## src/rtl/ftsd_scan.sv

```systemverilog
`default_nettype none
// ============================================================================
//  Module   : ftsd_scan
//  Purpose  : Four-digit 14-segment (+dot) display scanner. Characters are
//             accepted via a valid/ready handshake, scrolled in from the right
//             into a four-entry buffer, and time-multiplexed onto one shared
//             active-low segment bus.
//             Optional macro FTSD_BLANK_EN blanks the first quarter of each
//             digit slot to suppress ghosting.
//  Revision : 1.0 - initial release
// ============================================================================
module ftsd_scan #(
  parameter int REFRESH_BITS = 16,
  parameter int HOLD_CYCLES  = 25000000
) (
  input  logic        clk,
  input  logic        rst,
  input  logic        in_valid,
  input  logic [14:0] in_pattern,
  output logic        in_ready,
  input  logic        clear,
  output logic [3:0]  ftsd_ctl,
  output logic [14:0] display
);

  localparam logic [14:0] BLANK  = 15'h7FFF;
  localparam int          HOLD_W = (HOLD_CYCLES > 1) ? $clog2(HOLD_CYCLES) : 1;

  typedef enum logic [0:0] {
    IDLE = 1'b0,
    HOLD = 1'b1
  } state_t;

  state_t                  state;
  logic [HOLD_W-1:0]       hold_cnt;
  logic [REFRESH_BITS-1:0] scan_cnt;
  logic [14:0]             digit [4];
  logic [1:0]              sel;
  logic                    transfer;

  // Ready is dropped during clear so a simultaneous in_valid can never transfer.
  assign in_ready = (state == IDLE) && !clear;
  assign transfer = in_valid && in_ready;
  assign sel      = scan_cnt[REFRESH_BITS-1:REFRESH_BITS-2];

  // Handshake FSM, hold timer and scrolling digit buffer.
  always_ff @(posedge clk or posedge rst) begin
    if (rst) begin
      state    <= IDLE;
      hold_cnt <= '0;
      for (int i = 0; i < 4; i++) digit[i] <= BLANK;
    end else if (clear) begin
      state    <= IDLE;
      hold_cnt <= '0;
      for (int i = 0; i < 4; i++) digit[i] <= BLANK;
    end else begin
      case (state)
        IDLE: begin
          if (transfer) begin
            state    <= HOLD;
            hold_cnt <= HOLD_W'(HOLD_CYCLES - 1);
            digit[3] <= digit[2];
            digit[2] <= digit[1];
            digit[1] <= digit[0];
            digit[0] <= in_pattern;
          end
        end
        HOLD: begin
          if (hold_cnt == '0) begin
            state <= IDLE;
          end else begin
            hold_cnt <= hold_cnt - HOLD_W'(1);
          end
        end
        default: begin
          state    <= IDLE;
          hold_cnt <= '0;
        end
      endcase
    end
  end

  // Free-running scan counter; deliberately ignores clear so the refresh never stalls.
  always_ff @(posedge clk or posedge rst) begin
    if (rst) begin
      scan_cnt <= '0;
    end else begin
      scan_cnt <= scan_cnt + REFRESH_BITS'(1);
    end
  end

  // Registered digit enable and segment outputs, one cycle behind counter and buffer.
  always_ff @(posedge clk or posedge rst) begin
    if (rst) begin
      ftsd_ctl <= 4'b1111;
      display  <= BLANK;
    end else begin
`ifdef FTSD_BLANK_EN
      if (scan_cnt[REFRESH_BITS-3:REFRESH_BITS-4] == 2'b00) begin
        ftsd_ctl <= 4'b1111;
        display  <= BLANK;
      end else begin
        ftsd_ctl <= ~(4'b0001 << sel);
        display  <= digit[sel];
      end
`else
      ftsd_ctl <= ~(4'b0001 << sel);
      display  <= digit[sel];
`endif
    end
  end

endmodule
`default_nettype wire

```

## config.mk

```make
export PLATFORM = sky130hd
export DESIGN_NAME = ftsd_scan
export DESIGN_NICKNAME = d
export VERILOG_FILES = /design/src/rtl/ftsd_scan.sv
export SDC_FILE = /design/constraint.sdc
export NUM_CORES = 1
export LEC_CHECK = 0
export CAP_MARGIN = 20
export CORE_ASPECT_RATIO = 1.75
export CORE_UTILIZATION = 55
export CTS_CLUSTER_DIAMETER = 50
export DETAILED_ROUTE_END_ITERATION = 10
export PLACE_DENSITY_LB_ADDON = 0.1
export SYNTH_ARGS = -nofsm -noshare
export SYNTH_HDL_FRONTEND = slang
export SYNTH_SLANG_ARGS = --single-unit
```

## constraint.sdc

```tcl
create_clock -name clk -period 13.67 [get_ports clk]
set_clock_uncertainty 0.2 [all_clocks]
set_input_delay 4.101 -clock clk [delete_from_list [all_inputs] [get_ports clk]]
set_output_delay 4.101 -clock clk [all_outputs]
set_load 0.005 [all_outputs]
```

==> results.json, run 1 <==
{
  "slew_headroom_pct": 30.95,
  "antenna_found_initial": 0,
  "synth-seq-cells": 121,
  "report.final.setup_viol": 0,
  "setup_slack_ns": 4.113,
  "grt_pass1_wl_um": 19080,
  "hp-start": "scan_cnt[4]",
  "grt_start_max_net_pins": 86,
  "synth_nets": 556,
  "cts_resized": 0,
  "routed_wl_um": 11650,
  "gp_congestion": 0.8966,
  "cts_setup_buffers": 0,
  "rows": 48,
  "p_clk_share_pct": 46.6,
  "cp_max_fo": 77,
  "finalSetupTns_ns": 0,
  "path_clk_slew_ns": 0.05,
  "grt_use_total_pct": 23.17,
  "p_comb_share_pct": 10.5,
  "synthCells": 534,
  "synth_area_leader_cell": "dfstp_2",
  "fin_nets": 582,
  "ys_types": 46,
  "wl_met1_um": 5014,
  "port_buffers": 38,
  "post_drt_wl_per_cell_um": 16.69,
  "endpoint_kind": "output port",
  "fmax_mhz": 104.6,
  "hold_class": "reg -> reg",
  "synthArstFlopShare_pct": 100.0,
  "p_leak_uw": 0.002826,
  "hold_buffers": 0,
  "critPathRequiredTime_ns": 9.37,
  "ys_seq_area_share_pct": 54.85,
  "drive_gt1_share_pct": 24.61,
  "io_pins": 39,
  "ant_nets": 0,
  "die_h_um": 136.7,
  "start_util_pct": 57.18,
  "dieArea_um2": 10790,
  "hold_viol_final": 0,
  "syn_area_um2": 5700,
  "p_switching_uw": 225.9,
  "synthTopCellsByArea": "dfstp_2 (36%), dfrtp_1 (18%), nand2_1 (9.0%)",
  "pre_cts_ws_ns": 4.110,
  "dieWidth_um": 78.96,
  "rsz0062_at_grt": "no",
  "hold_depth": 1,
  "synth-main-ff-cell": "dfstp_2",
  "critical_path_arrival_ns": 5.26,
  "ir_drop_mv": 0.1015,
  "p_per_area_nw_per_um2": 142.5,
  "cts_tree": "yes",
  "viasPerCell": 5.754,
  "reg2reg_depth": 5,
  "cts_sinks": 121,
  "numCtsBuffers": 17,
  "synth.avg_cell_area_um2": 10.68,
  "ctsLongestPathBuffers": 2,
  "r2r_start": "hold_cnt[2]",
  "timing.critical_path.from": "clear",
  "synth_edf_count": 0,
  "floorplan.core_area_um2": 9970,
  "via_count": 4016,
  "firstDrtPassIters": 4,
  "pwr-share-seq_pct": 42.9,
  "status": "completed",
  "clock_latency_ns": 0.41,
  "n_fill_cell": 757,
  "met3_length_um": 363,
  "route.detailed.drc": 0,
  "dp_hpwl_um": 6958,
  "reg2reg_slack_ns": 10.46,
  "overflow": 0,
  "grt_pass1_vias": 4035,
  "r2r-end": "hold_cnt[22]",
  "internal_power_uw": 736.0,
  "fin_crit_sh_pct": 69.91,
  "n_antenna_cell": 0,
  "yosysTopAreaCellShare_pct": 36.41,
  "htreeDepth": 4,
  "crit_type": "in -> out",
  "tightest_slew_ns": 1.036,
  "swShare_pct": 23.48,
  "slew_viol_final": 0,
  "wl_met2_um": 5973,
  "ys_warn_count": 0,
  "dr.max_layer_used": "met4",
  "syn_to_final_growth_pct": 18.37,
  "drt_first_iter_violations": 194,
  "cts_root_buf": "clkbuf_16",
  "crit_path_start_kind": "input port",
  "holdPathEnd": "scan_cnt[4]",
  "min_period_ns": 9.557,
  "maxCapViolCount": 0
}
[stage by stage]
step           hold WS, ns  instance area, um2  util, %  instances  total power [uW]
6_report            0.2722                6748    67.68        698             961.9
5_1_grt             0.2905                6748    67.68        698             999.2
2_1_floorplan       0.2375                5700        -        534             484.8
4_1_cts             0.2745                6720    67.41        697             968.9
3_5_place_dp        0.2671                6117    61.36        665             517.6
3_3_place_gp        0.2543                6117    61.36        665             513.5
[kinds of logic (layout without fill, tap and decap cells)]
kind of cell	Yosys count	in the layout	share of synthesized area, %
DFF	121	121	54.85
adders and majority gates	3	3	0.6585
xor gates and xnor gates	25	25	3.841
AOI/OAI and AO/OA	50	50	6.343
muxes	16	16	6.102
and+or+nand+nor	274	274	24.71
buffers and inverters	45	84	3.490
[power by group through the flow]
stage,combinational (uW),sequential (uW),clock (uW)
floorplan,73.2,412,0
global placement,97.3,416,0
detailed placement,100,417,0
CTS,101,413,456
global route,113,416,469
finish,101,413,448
[final cells by class]
type,instances,area (um2),area share (%)
flip-flops and latches,121,3127,46.34
multi-input cells,368,2385,35.34
clock buffers,25,516.7,7.658
repair buffers,45,447.9,6.638
well taps,125,156.4,2.318
clock inverters,7,86.33,1.279
inverters,7,28.78,0.4265
[per-layer routing]
metal / vias up / GRT usage, %
met3: 23 / 5.267
met4: 0 / 10.91
met2: 84 / 38.84
met5: - / 0
li1: 1903 / -
met1: 2006 / 28.06
[Yosys cell counts (all sizes together), types with 8 or more instances]
cell type	n
clkbuf	32
nand2	136
nor2	19
nor4	8
nand3b	60
nand3	8
xnor2	11
dfrtp	42
a21oi	8
dfstp	79
mux4	15
xor2	14
nor3	12
[state kept, by name, indices dropped and copies added (netlist names)]
name and flops:
digit 60, hold_cnt 25, scan_cnt 16, display 15, ftsd_ctl 4, state 1
[how the worst max path moves through the flow]
stage,slack (ns),end,cells after the start
after detailed placement,4.11,in_ready,4
after global placement,4.10,in_ready,4
after global routing,4.03,in_ready,4
final,4.11,in_ready,4
after floorplan,4.67,in_ready,3
after CTS,4.10,in_ready,4
[cells in the final DEF, fill, tap and decap left out, types with 4 or more instances in the layout]
cell type and instances:
nor3_1 12, inv_1 6, o2111ai_1 6, a211oi_1 4, buf_4 6, and3_1 4
clkinv_2 4, dfstp_2 79, mux4_2 15, nor4_1 7, xnor2_1 11, nor2_1 19
dfrtp_1 42, xor2_1 14, nand3b_1 60, a21oi_1 8, a22o_1 5, clkdlybuf4s50_1 37
o21ai_0 5, nand2_1 135, nand4_1 6, nand2b_1 4, clkbuf_8 4, nand3_1 8
clkbuf_16 18, o211ai_1 4
[critical path: stages]
cell and delay (ns):
buf_2 0.07, buf_4 0.50, nor2_1 0.11, clkdlybuf4s50_1 0.47
Power figures use the tool's default switching activity.
==> run 2: changes to the inputs <==
clock period = 9.5 ns   (was 13.67 ns; I/O delays follow)
==> results.json, run 2 (synthesis gave the netlist of run 1 again) <==
{
  "slowest_stage": "buf_4",
  "regMostFlops": "digit",
  "cp_num_buf_inv": 3,
  "ant_nets": 0,
  "grt_use_total_pct": 23.79,
  "report.final.setup_viol": 0,
  "reg2reg_slack_ns": 6.29,
  "cp_max_fo": 77,
  "rsz0062_at_grt": "no",
  "cts_resized": 0,
  "min_period_ns": 7.052,
  "n_antenna_cell": 0,
  "rows": 48,
  "slew_viol_final": 0,
  "overflow": 0,
  "grt_pass1_vias": 4222,
  "dp_hpwl_um": 6918,
  "drt_first_iter_violations": 289,
  "clock_latency_ns": 0.40,
  "reg2reg_depth": 5,
  "p_comb_share_pct": 10.0,
  "maxCapViolCount": 0,
  "antenna_found_initial": 0,
  "io_pins": 39,
  "dieWidth_um": 78.96,
  "cp.depth": 4,
  "grt_pass1_wl_um": 19690,
  "status": "completed",
  "critPathTopFamily": "buffers and inverters",
  "setup_slack_ns": 2.448,
  "p_clk_share_pct": 48.6,
  "path_cells": "buf_2 -> buf_4 -> nor2_1 -> clkdlybuf4s50_1",
  "cts_tree": "yes",
  "htreeDepth": 4,
  "ctsLongestPathBuffers": 2,
  "ir_drop_mv": 0.1466,
  "numCtsBuffers": 17,
  "hold_buffers": 0,
  "p_leak_uw": 0.002829,
  "gp_congestion": 0.9296,
  "tightest_slew_ns": 0.9359,
  "floorplan.core_area_um2": 9970,
  "swShare_pct": 22.38,
  "critical_path_arrival_ns": 4.00,
  "pwr-share-seq_pct": 41.4,
  "syn_to_final_growth_pct": 18.66,
  "hold_viol_final": 0,
  "multi_input_area_um2": 2385,
  "routed_wl_um": 11490,
  "viasPerCell": 5.766,
  "crit_path_start_kind": "input port",
  "hold_class": "reg -> reg",
  "pre_cts_ws_ns": 2.419,
  "fin_nets": 581,
  "slew_headroom_pct": 37.61,
  "reg_top3": "digit: 60 flops, hold_cnt: 25 flops, scan_cnt: 16 flops",
  "via_count": 4019,
  "n_fill_cell": 779,
  "endpoint_kind": "output port",
  "route.detailed.drc": 0,
  "fin_crit_sh_pct": 74.23,
  "final_cell_mix": "nand2_1 (135), dfstp_2 (79), nand3b_1 (60)",
  "largest_reg_flops": 60,
  "path_clk_slew_ns": 0.05,
  "cts_sinks": 121,
  "dieArea_um2": 10790,
  "slowest_delay_ns": 0.49,
  "cts_root_buf": "clkbuf_16",
  "firstDrtPassIters": 4,
  "timing.critical_path.from": "clear",
  "grt_start_max_net_pins": 80,
  "hold_depth": 1,
  "p_switching_uw": 321.4,
  "finalSetupTns_ns": 0,
  "post_drt_wl_per_cell_um": 16.49,
  "cts_setup_buffers": 0,
  "fmax_mhz": 141.8,
  "regArea_um2": 3127,
  "critPathRequiredTime_ns": 6.45,
  "layout_commonest_cell": "nand2_1",
  "p_per_area_nw_per_um2": 212.4,
  "port_buffers": 38,
  "die_h_um": 136.7,
  "r2r_start": "hold_cnt[2]",
  "start_util_pct": 57.18,
  "crit_type": "in -> out",
  "internal_power_uw": 1115,
  "hp-start": "scan_cnt[4]",
  "drive_gt1_share_pct": 24.30
}
[run 2: layer usage]
| layer | share of wire, % | vias up | global-route usage (%) |
|---|---|---|---|
| li1 | - | 1909 | - |
| met1 | 42 | 1987 | 27.60 |
| met2 | 52 | 97 | 41.19 |
| met3 | 3.2 | 26 | 5.667 |
| met4 | 2.8 | 0 | 10.71 |
| met5 | 0 | - | 0 |
[run 2: metrics by stage]
| stage | cell area [um2] | cells | utilization [%] | hold WS, ns | power (uW) |
|---|---|---|---|---|---|
| detailed placement | 6117 | 665 | 61.36 | 0.2545 | 744.2 |
| global route | 6764 | 697 | 67.85 | 0.2835 | 1493 |
| global placement | 6117 | 665 | 61.36 | 0.2521 | 738.3 |
| finish | 6764 | 697 | 67.85 | 0.2665 | 1436 |
| CTS | 6764 | 697 | 67.85 | 0.2660 | 1449 |
| floorplan | 5700 | 534 | - | 0.2375 | 697.7 |
[run 2: worst reg2reg max path, cell delays in order, from the launching register on]
cell,delay (ns)
dfrtp_1,0.46
nor4_1,0.68
nand4_1,0.62
o31a_1,0.63
and3_1,0.25
a221o_1,0.26
[run 2: power by group through the flow]
| stage | clock, uW | sequential [uW] | combinational [uW] |
|---|---|---|---|
| after floorplan | 0 | 592 | 105 |
| after global placement | 0 | 599 | 139 |
| after detailed placement | 0 | 601 | 143 |
| after CTS | 709 | 595 | 145 |
| after global routing | 731 | 600 | 162 |
| final | 698 | 595 | 144 |
[run 2: final timing paths]
| path | endpoint |
|---|---|
| min in group asynchronous | hold_cnt[12] |
| max in group asynchronous | hold_cnt[4] |
| setup / recovery | in_ready |
| setup reg to reg | hold_cnt[22] |
| hold / removal | scan_cnt[4] |
| hold reg to reg | scan_cnt[4] |
[run 2: layout make-up]
class                   instances  share of cell area (%)
well taps                     125                   2.312
multi-input cells             368                   35.26
inverters                       7                  0.4255
repair buffers                 44                   6.215
flip-flops and latches        121                   46.23
clock buffers                  24                   7.122
clock inverters                 8                   2.442
==> run 3: changes to the inputs <==
clock period = 7 ns   (was 9.5 ns; I/O delays follow)
==> results.json, run 3 (synthesis gave the netlist of run 1 again) <==
{
  "status": "completed",
  "cts_setup_buffers": 0,
  "final_cell_mix": "nand2_1 (135), dfstp_2 (79), nand3b_1 (60)",
  "met2_usage_pct": 37.55,
  "hold_class": "reg -> reg",
  "cp_max_fo": 2,
  "via_count": 4071,
  "start_util_pct": 57.18,
  "rsz0062_at_grt": "no",
  "route.detailed.drc": 0,
  "ant_nets": 0,
  "hold_depth": 1,
  "dieWidth_um": 78.96,
  "critPathRequiredTime_ns": 4.70,
  "post_drt_wl_per_cell_um": 16.46,
  "grtUsageMet3_pct": 5.733,
  "io_pins": 39,
  "fin_hold_ws_ns": 0.2749,
  "reg_top3": "digit: 60 flops, hold_cnt: 25 flops, scan_cnt: 16 flops",
  "min_period_ns": 5.098,
  "design_area_um2": 6694,
  "gr-max-usage-layer": "met2",
  "clock_latency_ns": 0.41,
  "use_met1_pct": 29.10,
  "grt_start_max_net_pins": 88,
  "tightest_slew_ns": 0.9854,
  "fin_crit_sh_pct": 72.82,
  "cts_root_buf": "clkbuf_16",
  "hold_buffers": 0,
  "crit_type": "in -> out",
  "ir_drop_mv": 0.2089,
  "antenna_found_initial": 0,
  "layout_commonest_cell": "nand2_1",
  "dieArea_um2": 10790,
  "fin_nets": 582,
  "place_area_um2": 6117,
  "overflow": 0,
  "die_h_um": 136.7,
  "slew_headroom_pct": 34.30,
  "firstDrtPassIters": 5,
  "crit_path_start_kind": "input port",
  "grt_pass1_wl_um": 19240,
  "grt_pass1_vias": 3997,
  "floorplan.core_area_um2": 9970,
  "post-route-util_pct": 67.14,
  "syn_to_final_growth_pct": 17.43,
  "dp_cells": 665,
  "path_clk_slew_ns": 0.05,
  "dp_hpwl_um": 6935,
  "drive_gt1_share_pct": 24.43,
  "numCtsBuffers": 17,
  "viasPerCell": 5.832,
  "hold_viol_final": 0,
  "cts_tree": "yes",
  "largest_reg_flops": 60,
  "regMostFlops": "digit",
  "endpoint_kind": "output port",
  "n_antenna_cell": 0,
  "rows": 48,
  "slew_viol_final": 0,
  "maxCapViolCount": 0,
  "grt_use_total_pct": 23.30,
  "p_leak_uw": 0.002787,
  "cts_sinks": 121,
  "finalSetupTns_ns": 0,
  "port_buffers": 38,
  "routed_wl_um": 11490,
  "htreeDepth": 4,
  "report.final.setup_viol": 0,
  "p_per_area_nw_per_um2": 267.6,
  "gp_congestion": 0.9210,
  "fmax_mhz": 196.2,
  "cts_resized": 0,
  "drt_first_iter_violations": 331,
  "critical_path_arrival_ns": 2.80,
  "ctsLongestPathBuffers": 2,
  "reg2reg_depth": 5,
  "fin_cells": 698
}
[run 3: cell count changes in the layout (fill, tap and decap cells not counted)]
cell	change
buf_16	+1
bufinv_16	-5
clkinvlp_4	+3
clkbuf_16	+1
clkinv_2	+1
[run 3: layer usage]
metal	vias to the layer above	part of all wire [%]
li1	1910	-
met1	2035	44
met2	101	51
met3	25	3.5
met4	0	2.5
met5	-	0
[run 3: where the power goes]
part	internal [uW]	switching, uW	leakage (uW)
Clock	498	290	0.000264
Combinational	86.8	109	0.00114
Sequential	770	36.5	0.00138
[run 3: area by class of cell]
type	instances	area [um2]
fill	760	3276
sequential	121	3127
multi-input combinational	368	2385
clock buffer	25	506.7
timing repair buffer	45	447.9
tap	125	156.4
clock inverter	7	42.54
inverter	7	28.78
[run 3: worst max-delay path, cell delays in order]
cell	delay, ns
buf_2	0.10
nor2_1	0.09
clkdlybuf4s50_1	0.50
[run 3: metrics by stage]
stage               total power (uW)  setup WS (ns)
floorplan                      946.8          1.617
global placement                1001          1.882
detailed placement              1010          1.895
CTS                             1804          1.893
global route                    1866          1.884
finish                          1791          1.902
[run 3: path summary, 6_finish.rpt]
path	start	endpoint	slack (ns)
min in group asynchronous	rst	hold_cnt[24]	1.75
min reg2reg	scan_cnt[10]	scan_cnt[10]	0.27
max reg2reg	hold_cnt[2]	hold_cnt[22]	3.73
max in group asynchronous	rst	digit[28]	4.16
min	scan_cnt[10]	scan_cnt[10]	0.27
max	clear	in_ready	1.90
